File: src/rtl/demux_case.sv
// 1-to-4 demultiplexer with registered copies of the output and select,
// plus one saturating event counter per channel.
module demux_case #(
    parameter int CNT_W = 8
) (
    input  logic             clk,
    input  logic             rst_n,
    input  logic             I,
    input  logic [1:0]       S,
    input  logic             clr,
    output logic [3:0]       Y,
    output logic [3:0]       Y_q,
    output logic [1:0]       S_q,
    output logic [CNT_W-1:0] cnt0,
    output logic [CNT_W-1:0] cnt1,
    output logic [CNT_W-1:0] cnt2,
    output logic [CNT_W-1:0] cnt3
);

    localparam logic [CNT_W-1:0] CNT_MAX = '1;
    localparam logic [CNT_W-1:0] CNT_ONE = {{(CNT_W-1){1'b0}}, 1'b1};

    logic [CNT_W-1:0] cnt_q [4];
    logic [CNT_W-1:0] cnt_d [4];

    // Decoding {S,I} together sends any X/Z on either input to the all-zero default.
    always_comb begin
        Y = 4'b0000;
        case ({S, I})
            3'b001:  Y = 4'b0001;
            3'b011:  Y = 4'b0010;
            3'b101:  Y = 4'b0100;
            3'b111:  Y = 4'b1000;
            default: Y = 4'b0000;
        endcase
    end

    always_comb begin
        for (int k = 0; k < 4; k++) begin
            cnt_d[k] = cnt_q[k];
        end
        if (clr) begin
            for (int k = 0; k < 4; k++) begin
                cnt_d[k] = '0;
            end
        end else if (I && (cnt_q[S] != CNT_MAX)) begin
            cnt_d[S] = cnt_q[S] + CNT_ONE;
        end
    end

    always_ff @(posedge clk or negedge rst_n) begin
        if (!rst_n) begin
            Y_q <= 4'b0000;
            S_q <= 2'b00;
            for (int k = 0; k < 4; k++) begin
                cnt_q[k] <= '0;
            end
        end else begin
            Y_q <= Y;
            S_q <= S;
            for (int k = 0; k < 4; k++) begin
                cnt_q[k] <= cnt_d[k];
            end
        end
    end

    assign cnt0 = cnt_q[0];
    assign cnt1 = cnt_q[1];
    assign cnt2 = cnt_q[2];
    assign cnt3 = cnt_q[3];

endmodule

File: config.mk
export PLATFORM = sky130hd
export DESIGN_NAME = demux_case
export DESIGN_NICKNAME = d
export VERILOG_FILES = /design/src/rtl/demux_case.sv
export SDC_FILE = /design/constraint.sdc
export NUM_CORES = 1
export LEC_CHECK = 0
export BUFFER_PORTS_ARGS = -buffer_cell sky130_fd_sc_hd__buf_4
export CAP_MARGIN = 20
export CORE_MARGIN = 4
export CORE_UTILIZATION = 49
export CTS_CLUSTER_DIAMETER = 100
export DETAILED_ROUTE_END_ITERATION = 8
export PLACE_DENSITY = 0.74
export SYNTH_ARGS = -nofsm -noshare
export SYNTH_HDL_FRONTEND = slang
export SYNTH_SLANG_ARGS = --single-unit
File: constraint.sdc
create_clock -name clk -period 5 [get_ports clk]
set_input_delay 1.25 -clock clk [delete_from_list [all_inputs] [get_ports clk]]
set_output_delay 1.25 -clock clk [all_outputs]
set_load 0.1 [all_outputs]
Yosys cells after proc, flatten, opt, wreduce, memory -nomap -nowiden
Index checks and enable logic that the tools add are counted.
{"block": "op_classes", "n_addsub": 1, "order_cmp": 2, "n_eq_ne": 5, "mux": 9, "bitwise_logic": 1, "n_reduce_logical": 3}
{"operator": "2-to-1 mux 32 bit", "n": 2}
{"operator": "bitwise mux 32 bit", "n": 1}
{"operator": "2-to-1 mux 8 bit", "n": 3}
{"operator": "binary-select mux 8 bit (select 2 bit)", "n": 1}
{"operator": "demux 8 bit (select 2 bit)", "n": 1}
{"operator": "case mux 4 bit (4 select lines)", "n": 1}
{"operator": "adder 8 x 1 -> 8 bit (second input constant)", "n": 1}
{"operator": "!= test 8 bit (second input constant)", "n": 1}
{"operator": "equality test 3 bit (second input constant)", "n": 2}
{"operator": "equality test 3 x 1 -> 1 bit (second input constant)", "n": 1}
{"operator": "equality test 3 x 2 -> 1 bit (second input constant)", "n": 1}
{"operator": "greater-or-equal comparator 3 bit (second input constant)", "n": 1}
{"operator": "< comparator 3 x 1 -> 1 bit (second input constant)", "n": 1}
{"operator": "inverter 2 -> 3 bit", "n": 1}
{"operator": "logical AND 1 bit", "n": 2}
{"operator": "nonzero test 2 bit", "n": 1}
{"block": "totals", "register_bits": 38, "out_inout_bits": 42, "elab_cells": 27}

Logic depth before layout (Yosys ltp)
{"block": "depth", "word_depth": 8, "ltp_mapped": 8}

Least setup slack after synthesis
Ideal clock, no wire load.
{"block": "synth_timing", "path_kind": "input port to output port", "from": "input port S[1]", "to": "output port Y[0]", "arrival_ns": 2.573, "t_required_ns": 3.750, "setup_slack_ns": 1.177, "cell_stages": 3, "n_path_buf": 1, "path_cell_list": "buf_2 > or3b_2 > inv_1"}
{"block": "synth_via", "elab_chain_len": 2, "elab_cells_between_ends": 5, "classes_between": "eq/ne (4); mux (1)"}
{"element": "from (decl)", "line_no": "9", "source": "input logic [1:0] S,"}
{"element": "equality test 3 bit (tied with other cells)", "line_no": "29", "source": "case ({S, I})"}
{"element": "case mux 4 bit (4 select lines) (*)", "line_no": "29"}
{"element": "to (decl)", "line_no": "11", "source": "output logic [3:0] Y,"}
Mark *: on every way between the ends. The rest lies on a longest branch, timed or not.

Worst setup path after layout
{"block": "layout_timing", "from": "input port S[0]", "to": "output port Y[0]"}
The elaborated chain is that of the path after synthesis.

==> results_tabular.tex <==
\begin{tabular}{lr}
\hline
Metric & Value \\
\hline
\multicolumn{2}{l}{\textbf{Floorplan}} \\
Die H & 70.8 um \\
\# rows & 22 \\
Count of pins on the block boundary & 48 \\
Floorplan Core Area & 3740 um2 \\
Die Footprint & 5010 um2 \\
Die boundary width & 70.8 um \\
Initial standard-cell utilization of the core & 51.6\% \\
\multicolumn{2}{l}{\textbf{Worst setup path}} \\
First element of the critical path & S[0] \\
Arrival time worst endpoint & 2.43 ns \\
Endpoint of the worst-slack reg-to-reg timing path & cnt0[5]\$\_DFFE\_PN0P\_ \\
Setup crit start kind & primary input \\
Reg2reg path depth & 6 \\
Crit end category & output port \\
Peak per-stage delay on the critical path & 0.53 ns \\
Reg2reg setup slack & 2.65 ns \\
Largest fanout of any net on the critical path & 13 \\
CP dominant cell by count & buf\_4 \\
Ordered list of cells on the worst path & buf\_4 -> or3b\_2 -> inv\_1 -> buf\_4 \\
Critical-path cell with the highest stage delay & or3b\_2 \\
Worst r2r src & cnt3[0]\$\_DFFE\_PN0P\_ \\
Required time worst endpoint & 3.75 ns \\
Crit Path Class & primary input to output port \\
Worst setup path endpoint & Y[0] \\
\multicolumn{2}{l}{\textbf{Clocking}} \\
H-tree levels & 2 \\
Skew-Pair Late Insertion Delay & 0.29 ns \\
Clock buffer depth & 2 \\
Post-CTS resize count & 0 \\
CTS tree & built \\
Root buffer cell & clkbuf\_8 \\
Clock net sink count & 38 \\
Clock buffer count from CTS & 5 \\
Hold buffer count at CTS & 0 \\
Post-CTS Setup Repair Bufs & 0 \\
Clock-pin slew on the worst setup and hold paths & 0.06 ns \\
\multicolumn{2}{l}{\textbf{Global route}} \\
Antenna violations before repair & 0 \\
GRT Overall Usage & 18.6\% \\
Global-route wire length before repair & 7.37 mm \\
Leftover overflow at the end of global routing & 0 \\
Pin count of the biggest net entering global routing & 41 \\
Number of global-route vias before repair & 1529 \\
\multicolumn{2}{l}{\textbf{STA}} \\
Slew Viols, Final & 0 \\
Clock period minus worst slack & 3.68 ns \\
Worst slew pin tran & 0.480 ns \\
Max frequency & 272 MHz \\
Share of the cycle needed by the critical path after routing & 73.6\% \\
Setup repair after global routing missed its margin & false \\
Setup-failing EPs final & 0 \\
Final-layout setup total negative slack & 0 ns \\
Max-slew headroom & 68.0\% \\
Final hold violations & 0 \\
Max Clock Skew & 0.00301 ns \\
Final worst-path setup slack & 1.32 ns \\
\multicolumn{2}{l}{\textbf{Drt}} \\
Number of antenna-violating nets in the routed design & 0 \\
Iteration count of the initial detailed-routing pass & 4 \\
Number of vias in the routed layout & 1457 \\
Final routed DRC violation total & 0 \\
Initial DRC Count & 87 \\
Routed WL & 4.38 mm \\
Via-to-Cell Ratio & 5.74 \\
Routed wire per std cell & 17.3 um \\
\multicolumn{2}{l}{\textbf{Synth}} \\
Number of flops mapped to enable cells by yosys & 0 \\
Post-Synthesis Net Count & 170 \\
Post-synthesis cell type with the largest combined area & dfrtp\_1 \\
Cell types with the largest area share after synthesis & dfrtp\_1 (49\%), mux4\_2 (7.0\%), a31oi\_4 (4.4\%) \\
Count of different cell masters after synthesis & 30 \\
Async SR Flop Fraction & 100\% \\
Number of synthesized register bits & 38 \\
Average cell area after synthesis & 11.9 um2 \\
Mapped Area & 1930 um2 \\
Most used flip-flop cell after synthesis & dfrtp\_1 \\
Register area share after synthesis & 49.2\% \\
Synth Warn \# & 0 \\
Post-synthesis instance total & 163 \\
Share of the synthesized area in the top cell type & 49.2\% \\
\multicolumn{2}{l}{\textbf{Power}} \\
Leakage power & 1.14 nW \\
VDD IR-drop max & 0.000186 V \\
Power density over the cells & 262 nW/um2 \\
\multicolumn{2}{l}{\textbf{Job}} \\
Count of maximum capacitance violations & 0 \\
\multicolumn{2}{l}{\textbf{Cells and area}} \\
Finished Cell Area & 2360 um2 \\
Non-filler cells in the finished layout & 254 \\
Post-layout util & 63.0\% \\
Share of layout cells above drive strength 1 & 32.5\% \\
Post-layout net count & 213 \\
Antenna diodes & 0 \\
Area growth from synthesis to final layout & 22.1\% \\
\multicolumn{2}{l}{\textbf{Placed design}} \\
GP Congestion & 0.829 \\
Post-DP HPWL & 3.19 mm \\
Instance area after placement & 2280 um2 \\
Instance count after placement with tap cells included & 247 \\
Setup slack after placement & 1.30 ns \\
PortBufs & 47 \\
\multicolumn{2}{l}{\textbf{Hold path}} \\
Hold Startpoint & cnt3[7]\$\_DFFE\_PN0P\_ \\
Kind of path behind the tightest hold check & register to register \\
\multicolumn{2}{l}{\textbf{Status}} \\
Status & complete, no violations \\
\hline
\end{tabular}
[layout make-up]
| type | count | area, um2 |
|---|---|---|
| timing repair buffer | 47 | 353 |
| sequential | 38 | 951 |
| fill | 336 | 1390 |
| tap | 48 | 60.1 |
| clock buffer | 7 | 76.3 |
| inverter | 8 | 30.0 |
| multi-input combinational | 106 | 888 |
[worst max-delay path, delay by kind of cell]
kind	cells	cell delay [ns]
buf+inv	3	0.64
simple gates	1	0.53
[state kept, by name, indices dropped and copies added (netlist names)]
signal  flops
cnt2        8
cnt1        8
S_q         2
cnt3        8
Y_q         4
cnt0        8
[per-stage QoR]
stage               total power, mW  hold WS, ns
floorplan                     0.403        0.954
global placement              0.430        0.536
detailed placement            0.431        0.555
CTS                           0.623        0.565
global route                  0.640        0.583
finish                        0.617        0.561
[report_power, final]
group | leakage [nW] | switching, mW | internal (mW)
clock | 0.0383 | 0.0965 | 0.0958
combinational | 0.582 | 0.0848 | 0.0231
sequential | 0.521 | 0.00367 | 0.313
total | 1.14 | 0.185 | 0.432
[placed cells by master, fill, tap and decap left out, drive strengths merged]
cell / n
and3: 1
nand3: 3
mux4: 8
nor2b: 1
nor2: 15
and2: 1
dfrtp: 38
nor3b: 9
nand2: 9
clkbuf: 7
a31oi: 4
xor2: 4
ha: 1
or3b: 1
inv: 8
buf: 47
a311oi: 1
mux2i: 5
nand4: 1
nand2b: 6
and4: 1
a21o: 8
a211oi: 8
or2: 2
o32ai: 8
o21ai: 5
a21oi: 4
[kinds of logic (layout without fill, tap and decap cells)]
family | count (synthesis) | in the layout | share of synthesized area, %
AND/OR/NAND/NOR | 50 | 50 | 13.9
AO/OA/AOI/OAI | 38 | 38 | 17.4
flip-flops | 38 | 38 | 49.2
buffers and inverters | 19 | 62 | 4.79
multiplexers | 13 | 13 | 12.3
XOR/XNOR | 4 | 4 | 1.81
adder cells (fa/ha/maj) | 1 | 1 | 0.648
[cell usage after synthesis (2+ instances only)]
library cell,n
o21ai_0,5
a31oi_4,4
nor2_1,15
or2_2,2
nor3b_1,9
mux2i_1,5
a21o_1,8
nand2b_1,6
mux4_1,2
inv_1,8
clkbuf_1,6
buf_2,2
o32ai_1,8
mux4_2,6
buf_6,2
nand2_1,9
a21oi_1,4
a211oi_1,8
dfrtp_1,38
xor2_1,4
nand3_1,3
[layer usage]
layer  global-route usage [%]  wire [um]  up-vias
met5                        0          0        -
met4                     5.43         53        0
met3                     5.54        346        6
met2                     30.7       2220       47
met1                     23.9       1760      726
li1                         -          -      678
[worst min-delay path by stage]
stage                                     end  slack (ns)  cells past startpoint
final                     cnt3[7]$_DFFE_PN0P_        0.56                      2
after global routing      cnt3[7]$_DFFE_PN0P_        0.58                      2
after CTS                 cnt3[7]$_DFFE_PN0P_        0.57                      2
after detailed placement  cnt3[7]$_DFFE_PN0P_        0.56                      2
after global placement    cnt3[1]$_DFFE_PN0P_        0.54                      2
after floorplan              S_q[0]$_DFF_PN0_        0.95                      0
(Power assumes the default switching activity.)
